--- config.mk ---
export PLATFORM = sky130hd
export DESIGN_NAME = sev_seg_scan_ctrl
export DESIGN_NICKNAME = d
export VERILOG_FILES = /design/src/rtl/sev_seg_scan_ctrl.sv
export SDC_FILE = /design/constraint.sdc
export NUM_CORES = 1
export LEC_CHECK = 0
export CORE_ASPECT_RATIO = 0.75
export CORE_MARGIN = 2
export CORE_UTILIZATION = 55
export CTS_BUF_LIST = sky130_fd_sc_hd__clkbuf_2 sky130_fd_sc_hd__clkbuf_4 sky130_fd_sc_hd__clkbuf_8
export DETAILED_ROUTE_END_ITERATION = 8
export HOLD_SLACK_MARGIN = 0.15
export PLACE_DENSITY = 0.83
export SYNTH_ARGS = -nofsm -noshare
export SYNTH_HDL_FRONTEND = slang
export SYNTH_SLANG_ARGS = --single-unit
--- constraint.sdc ---
create_clock -name clk -period 2.6 [get_ports clk]
set_clock_uncertainty 0.1 [all_clocks]
set_input_delay 0.52 -clock clk [delete_from_list [all_inputs] [get_ports clk]]
set_output_delay 0.52 -clock clk [all_outputs]
set_load 0.05 [all_outputs]
--- src/rtl/sev_seg_scan_ctrl.sv ---
// Scan controller for multiplexed common-anode 7-seg digits.
// One shared decoder, guard blanking, blink, lead-zero blanking.
module sev_seg_scan_ctrl #(
    parameter int NUM_DIGITS   = 4,
    parameter int ON_CYCLES    = 8,
    parameter int BLANK_CYCLES = 2
) (
    input  logic                    clk,
    input  logic                    rst_n,
    input  logic                    en,
    input  logic [4*NUM_DIGITS-1:0] digits_bcd,
    input  logic [NUM_DIGITS-1:0]   dp_mask,
    input  logic [NUM_DIGITS-1:0]   blink_mask,
    input  logic                    blink_tick,
    input  logic                    lz_blank,
    output logic [3:0]              bcd_out,
    output logic                    dp_out,
    output logic [NUM_DIGITS-1:0]   digit_sel_n,
    output logic                    frame_done
);

    localparam int IW   = $clog2(NUM_DIGITS);
    localparam int MAXC = (ON_CYCLES > BLANK_CYCLES) ? ON_CYCLES : BLANK_CYCLES;
    localparam int CW   = $clog2(MAXC) + 1;

    typedef enum logic [1:0] {IDLE, BLANK, SHOW} state_t;

    state_t                  state, state_d;
    logic [IW-1:0]           idx, idx_d, nxt;
    logic [CW-1:0]           cnt, cnt_d;
    logic                    phase, phase_d;
    logic [4*NUM_DIGITS-1:0] snap_bcd;
    logic [NUM_DIGITS-1:0]   snap_dp, snap_blink;
    logic                    snap_lz;
    logic                    load_snap;
    logic [3:0]              bcd_d;
    logic                    dp_d, fd_d, last, suppress;
    logic [NUM_DIGITS-1:0]   sel_d, lead_zero;

    // Bit i set when digits i..top are all zero; digit 0 never blanks.
    function automatic logic [NUM_DIGITS-1:0] lz_mask(
        input logic [4*NUM_DIGITS-1:0] d
    );
        logic z;
        z = 1'b1;
        lz_mask = '0;
        for (int i = NUM_DIGITS - 1; i > 0; i--) begin
            z = z & (d[4*i +: 4] == 4'd0);
            lz_mask[i] = z;
        end
    endfunction

    assign lead_zero = lz_mask(snap_bcd);
    assign last      = (idx == IW'(NUM_DIGITS - 1));
    assign nxt       = idx + IW'(1);

    always_comb begin
        state_d   = state;
        idx_d     = idx;
        cnt_d     = cnt;
        bcd_d     = bcd_out;
        dp_d      = dp_out;
        fd_d      = 1'b0;
        load_snap = 1'b0;
        phase_d   = phase ^ blink_tick;
        suppress  = (snap_blink[idx] & phase_d) |
                    (snap_lz & lead_zero[idx]);
        if (!en) begin
            state_d = IDLE;
            idx_d   = '0;
            cnt_d   = '0;
        end else begin
            unique case (state)
                IDLE: begin
                    state_d   = BLANK;
                    idx_d     = '0;
                    cnt_d     = CW'(BLANK_CYCLES - 1);
                    load_snap = 1'b1;
                    bcd_d     = digits_bcd[3:0];
                    dp_d      = dp_mask[0];
                end
                BLANK: begin
                    if (cnt == '0) begin
                        state_d = SHOW;
                        cnt_d   = CW'(ON_CYCLES - 1);
                    end else begin
                        cnt_d = cnt - CW'(1);
                    end
                end
                SHOW: begin
                    if (cnt != '0) begin
                        cnt_d = cnt - CW'(1);
                    end else begin
                        state_d = BLANK;
                        cnt_d   = CW'(BLANK_CYCLES - 1);
                        if (last) begin
                            idx_d     = '0;
                            fd_d      = 1'b1;
                            load_snap = 1'b1;
                            bcd_d     = digits_bcd[3:0];
                            dp_d      = dp_mask[0];
                        end else begin
                            idx_d = nxt;
                            bcd_d = snap_bcd[{nxt, 2'b00} +: 4];
                            dp_d  = snap_dp[nxt];
                        end
                    end
                end
                default: state_d = IDLE;
            endcase
        end
        sel_d = '1;
        if (state_d == SHOW && !suppress) sel_d[idx] = 1'b0;
    end

    always_ff @(posedge clk or negedge rst_n) begin
        if (!rst_n) begin
            state       <= IDLE;
            idx         <= '0;
            cnt         <= '0;
            phase       <= 1'b0;
            snap_bcd    <= '0;
            snap_dp     <= '0;
            snap_blink  <= '0;
            snap_lz     <= 1'b0;
            bcd_out     <= '0;
            dp_out      <= 1'b0;
            digit_sel_n <= '1;
            frame_done  <= 1'b0;
        end else begin
            state       <= state_d;
            idx         <= idx_d;
            cnt         <= cnt_d;
            phase       <= phase_d;
            bcd_out     <= bcd_d;
            dp_out      <= dp_d;
            digit_sel_n <= sel_d;
            frame_done  <= fd_d;
            if (load_snap) begin
                snap_bcd   <= digits_bcd;
                snap_dp    <= dp_mask;
                snap_blink <= blink_mask;
                snap_lz    <= lz_blank;
            end
        end
    end

endmodule

==> results of run 1 <==
-- flip-flops by register name, indices dropped and copies added, names as in the netlist --
register and flops:
snap_blink 4, dp_out 1, snap_lz 1, digit_sel_n 4, snap_dp 4, cnt 4, snap_bcd 16, phase 1
state 2, frame_done 1, bcd_out 4, idx 2
-- power groups by stage --
| stage | clock network, uW | logic (uW) | registers (uW) |
|---|---|---|---|
| 5_1_grt | 507 | 1320 | 1220 |
| 2_1_floorplan | 0 | 816 | 1270 |
| 6_report | 458 | 1230 | 1180 |
| 4_1_cts | 477 | 1240 | 1180 |
| 3_5_place_dp | 0 | 1230 | 1190 |
| 3_3_place_gp | 0 | 1180 | 1160 |
-- stage by stage --
stage | hold slack, ns | instance area, um^2 | std cells | power [uW] | setup WS [ns]
floorplan | 0.1244 | 2258 | 165 | 2087 | 0.5420
global placement | 0.3576 | 2689 | 256 | 2339 | 0.3754
detailed placement | 0.3627 | 2689 | 256 | 2424 | 0.2782
CTS | 0.2785 | 2786 | 264 | 2896 | 0.2648
global route | 0.3408 | 2786 | 264 | 3049 | 0.1154
finish | 0.2524 | 2786 | 264 | 2875 | 0.2637
-- worst paths after layout --
check                                         from  slack (ns)                       end
worst max-delay path            state[0]$_DFF_PN0_        0.26    snap_dp[1]$_DFFE_PN0P_
worst min-delay path                         rst_n        0.25   snap_bcd[7]$_DFFE_PN0P_
worst max register to register  state[0]$_DFF_PN0_        0.26    snap_dp[1]$_DFFE_PN0P_
worst min register to register     phase$_DFF_PN0_        0.37           phase$_DFF_PN0_
max in group asynchronous                    rst_n        1.54  snap_bcd[10]$_DFFE_PN0P_
min in group clk                   phase$_DFF_PN0_        0.37           phase$_DFF_PN0_
-- cell usage in the layout (no fill, tap or decap), types with 2 or more instances in the layout --
master / netlist / routed
mux2_4: 20 / 20
nor2b_1: 2 / 2
dfstp_2: 4 / 4
nand2b_1: 2 / 2
clkbuf_4: 0 / 2
o21ai_0: 4 / 4
or4b_2: 2 / 2
clkdlybuf4s50_1: 0 / 37
mux2_2: 15 / 15
o31ai_1: 5 / 5
buf_4: 0 / 5
mux2i_1: 6 / 6
o22ai_1: 2 / 2
nor2_1: 4 / 4
clkbuf_8: 0 / 6
dfrtp_1: 40 / 40
a22oi_1: 5 / 5
inv_1: 7 / 7
a32oi_1: 2 / 2
nand2_1: 7 / 7
and2_1: 2 / 2
a211oi_1: 2 / 2
ha_1: 8 / 8
-- critical path, delay by kind of cell (launching register included) --
kind | cells | cell delay (ns)
flops | 1 | 0.41
compound gates | 1 | 0.80
fa+ha+maj | 1 | 0.21
buf+inv | 1 | 0.08
mux | 1 | 0.43
simple gates | 1 | 0.18
-- routing by layer --
metal,vias up,track usage (%),share of wire (%)
met5,-,0,0
met4,0,8.271,1.7
met3,9,7.165,4.8
met2,40,34.85,48
met1,746,28.73,46
li1,690,-,-
-- logic make-up after synthesis --
family / count (synthesis) / synth area share (%)
simple gates: 26 / 7.645
compound gates: 30 / 10.69
fa+ha+maj: 8 / 4.432
buf+inv: 14 / 3.435
xor+xnor: 1 / 0.3879
flops: 44 / 48.98
mux: 42 / 24.43
-- final cells by class --
cell class | count | area (um^2) | share of cell area [%]
clock buffer | 8 | 97.59 | 3.502
multi-input combinational | 107 | 1075 | 38.57
sequential | 44 | 1106 | 39.69
tap | 55 | 68.82 | 2.470
timing repair buffer | 43 | 412.9 | 14.82
inverter | 7 | 26.28 | 0.9430
==> results.json, run 1 <==
{
  "syn_area_per_cell_um2": 13.69,
  "p_leak_uw": 0.001204,
  "timing.fmax_mhz": 428.0,
  "cts_tree": "done",
  "yosysMostFrequentCell": "dfrtp_1",
  "start_util_pct": 56.41,
  "synth_async_sr_flop_share_pct": 100.0,
  "die-area_um2": 4640,
  "antenna_found_initial": 0,
  "drv_cap": 0,
  "clkSinkCount": 44,
  "final_nets": 245,
  "swShare_pct": 35.24,
  "cts_setup_buffers": 0,
  "synth.area.top_cells": "dfrtp_1 44%, mux2_4 13%, mux2_2 7.5%, dfstp_2 4.7%, ha_1 4.4%",
  "synth_ff_type": "dfrtp_1",
  "cp_data_required_time_ns": 2.69,
  "power.switching_uw": 1013,
  "slowest_delay_ns": 0.80,
  "peakVddDrop_mv": 0.5385,
  "worstSetupEndpointType": "flip-flop",
  "synth_nets": 202,
  "dr.pass1.iters": 4,
  "syn_area_um2": 2258,
  "reg2reg_depth": 5,
  "cts-root-buf": "clkbuf_8",
  "power_frac_clock_pct": 15.9,
  "finalMaxSlewViolations": 0,
  "synth_cells": 165,
  "power_frac_comb_pct": 42.8,
  "drc": 0,
  "htree_levels": 2,
  "die_w_um": 77.99,
  "path_cells": "inv_1 > ha_1 > and3_4 > o21ai_4 > mux2_2",
  "drt_iter0_drc": 140,
  "worstPathArrival_ns": 2.43,
  "ant_nets": 0,
  "post-route-util_pct": 69.59,
  "yosysTopAreaCell": "dfrtp_1",
  "synth-seq-cells": 44,
  "ctsResizeCount": 0,
  "clk_latency_ns": 0.30,
  "clk_pin_slew_ns": 0.07,
  "num_rows": 20,
  "hold_viol_final": 0,
  "die_h_um": 59.50,
  "cts_buffers": 5,
  "wirelength_um": 4457,
  "via_count": 1485,
  "p_int_uw": 1862,
  "synth_common_cells": "40 x dfrtp_1, 20 x mux2_4, 15 x mux2_2, 8 x ha_1",
  "holdBufCountCts": 0,
  "fin_setup_tns_ns": 0,
  "gp_congestion": 0.8119,
  "cp-start-kind": "flip-flop",
  "wl_per_cell_um": 16.88,
  "grt_max_degree": 45,
  "via_per_inst": 5.625,
  "core_um2": 4004,
  "overflow": 0,
  "ys_seq_area_share_pct": 48.98,
  "maxSlewHeadroom_pct": 29.53,
  "min_period_ns": 2.336,
  "grt_pass1_wl_um": 7479,
  "synth_edf_count": 0,
  "critPathSlowestCell": "o21ai_4",
  "pwr-share-seq_pct": 41.2,
  "io_pins": 39,
  "n_antenna_cell": 0,
  "clockBufferDepth": 2,
  "critPathKind": "reg2reg",
  "worst_slew_pin_slew_ns": 1.053,
  "drive_gt1_share_pct": 29.67,
  "io_buffers": 38,
  "yosys.area.top_type_share_pct": 44.32,
  "syn_to_final_growth_pct": 23.38,
  "rsz0062_at_grt": "no",
  "grt_use_total_pct": 22.00,
  "post-route-period-util_pct": 89.86,
  "outcome": "complete, no violations",
  "dp_hpwl_um": 3267,
  "first_global_vias": 1540,
  "setup_viol": 0,
  "hp-class": "in2async",
  "yosys_warnings": 0,
  "cp_max_fo": 25,
  "power.density_nw_per_um2": 1032,
  "final.fill_count": 290,
  "synth_cell_types": 42
}
No activity file was read; power rests on OpenSTA's default activity.
==> run 2: changes to the inputs <==
Settings changed: CORE_UTILIZATION 55 to 50, PLACE_DENSITY 0.83 to 0.76.
==> run 2 against run 1 <==
Net effect: clock power down 11%; design area down 0.76%; register-to-register slack better by 0.06 ns; critical endpoint unchanged; sequential power about the same; worst setup slack better by 0.063 ns; count of clock-buffer cells in the layout down 2; utilization down 7.0 points; combinational power about the same; first-iteration DRC count down 5.7%.
==> results.json, run 2 (synthesized netlist as in run 1, its figures left out) <==
{
  "num_rows": 21,
  "slowest_delay_ns": 0.77,
  "finalMaxSlewViolations": 0,
  "setup_viol": 0,
  "clk_latency_ns": 0.29,
  "dpl_cell_area_um2": 2684,
  "worst_slew_pin_slew_ns": 1.019,
  "finalInstanceArea_um2": 2765,
  "min_period_ns": 2.273,
  "ant_nets": 0,
  "dr.pass1.iters": 4,
  "stdcell_count": 264,
  "peakVddDrop_mv": 0.6195,
  "grt_max_degree": 45,
  "clkSinkCount": 44,
  "drive_gt1_share_pct": 28.99,
  "multi_input_area_um2": 1075,
  "cts_tree": "done",
  "critPathTopFamily": "compound AO/OA/AOI/OAI gates",
  "critPathSlowestCell": "o21ai_4",
  "dp.cells": 257,
  "overflow": 0,
  "start_util_pct": 51.16,
  "outcome": "complete, no violations",
  "hold_viol_final": 0,
  "layout_common_cells": "40 x dfrtp_1, 37 x clkdlybuf4s50_1, 20 x mux2_4",
  "critPathKind": "reg2reg",
  "wl_per_cell_um": 16.45,
  "dp_hpwl_um": 3191,
  "die_w_um": 81.61,
  "first_global_vias": 1516,
  "worstSetupEndpointType": "flip-flop",
  "io_buffers": 38,
  "power.density_nw_per_um2": 1014,
  "largest_reg_flops": 16,
  "worstPathArrival_ns": 2.35,
  "hp-class": "in2async",
  "final_nets": 244,
  "die_h_um": 62.21,
  "syn_to_final_growth_pct": 22.44,
  "cts_setup_buffers": 0,
  "gp_congestion": 0.7641,
  "hold_slack_ns": 0.2691,
  "grt_use_total_pct": 18.80,
  "regArea_um2": 1106,
  "via_count": 1467,
  "wirelength_um": 4344,
  "fin_setup_tns_ns": 0,
  "cts_buffers": 5,
  "via_per_inst": 5.557,
  "drv_cap": 0,
  "drc": 0,
  "rsz0062_at_grt": "no",
  "timing.fmax_mhz": 439.9,
  "cp_max_fo": 25,
  "htree_levels": 2,
  "final_common_cell": "dfrtp_1",
  "cp_data_required_time_ns": 2.68,
  "p_leak_uw": 0.001191,
  "io_pins": 39,
  "core_um2": 4414,
  "grt_pass1_wl_um": 7245,
  "die-area_um2": 5076,
  "clockBufferDepth": 2,
  "maxSlewHeadroom_pct": 31.84,
  "rrSetupSlack_ns": 0.33,
  "cts-root-buf": "clkbuf_8",
  "final.fill_count": 332,
  "cp-start-kind": "flip-flop",
  "post-route-period-util_pct": 87.44,
  "path_buf_inv": 1,
  "n_antenna_cell": 0,
  "drt_iter0_drc": 132,
  "holdBufCountCts": 0,
  "largest-register": "snap_bcd",
  "clk_pin_slew_ns": 0.08,
  "ctsResizeCount": 0,
  "antenna_found_initial": 0,
  "path_cells": "inv_1 > ha_1 > and3_4 > o21ai_4 > mux2_2"
}
==> run 2: final cells by class <==
type	instances	share of cell area (%)
clock inverters	1	0.1810
repair buffers	42	14.66
clock buffers	6	2.760
flip-flops and latches	44	40.00
well taps	57	2.579
inverters	7	0.9502
multi-input cells	107	38.87
==> run 2: through the flow <==
stage / total power [uW] / utilization, % / setup slack [ns]
3_5_place_dp: 2405 / 60.80 / 0.3132
4_1_cts: 2825 / 62.64 / 0.2843
3_3_place_gp: 2339 / 60.80 / 0.3853
6_report: 2805 / 62.64 / 0.3266
2_1_floorplan: 2087 / - / 0.5420
5_1_grt: 2982 / 62.64 / 0.1939
==> run 2: power by group <==
part	switching [uW]	internal (uW)	leakage [uW]	total (uW)
registers	208	964	0.000526	1170
clock network	214	193	0.0000445	408
logic	568	657	0.000621	1220
total	991	1810	0.00119	2800
==> run 2: final timing paths <==
kind | start | endpoint | cells past startpoint
setup / recovery | state[0]$_DFF_PN0_ | snap_dp[1]$_DFFE_PN0P_ | 5
hold / removal | rst_n | bcd_out[1]$_DFFE_PN0P_ | 1
setup reg to reg | state[0]$_DFF_PN0_ | snap_dp[1]$_DFFE_PN0P_ | 5
hold reg to reg | phase$_DFF_PN0_ | phase$_DFF_PN0_ | 1
max in group asynchronous | rst_n | snap_blink[2]$_DFFE_PN0P_ | 1
min in group clk | phase$_DFF_PN0_ | phase$_DFF_PN0_ | 1
==> run 2: routing by layer <==
metal	wire [um]	track usage, %
met2	2117	28.59
met5	0	0
met4	44	5.833
met1	1936	26.59
met3	247	4.651
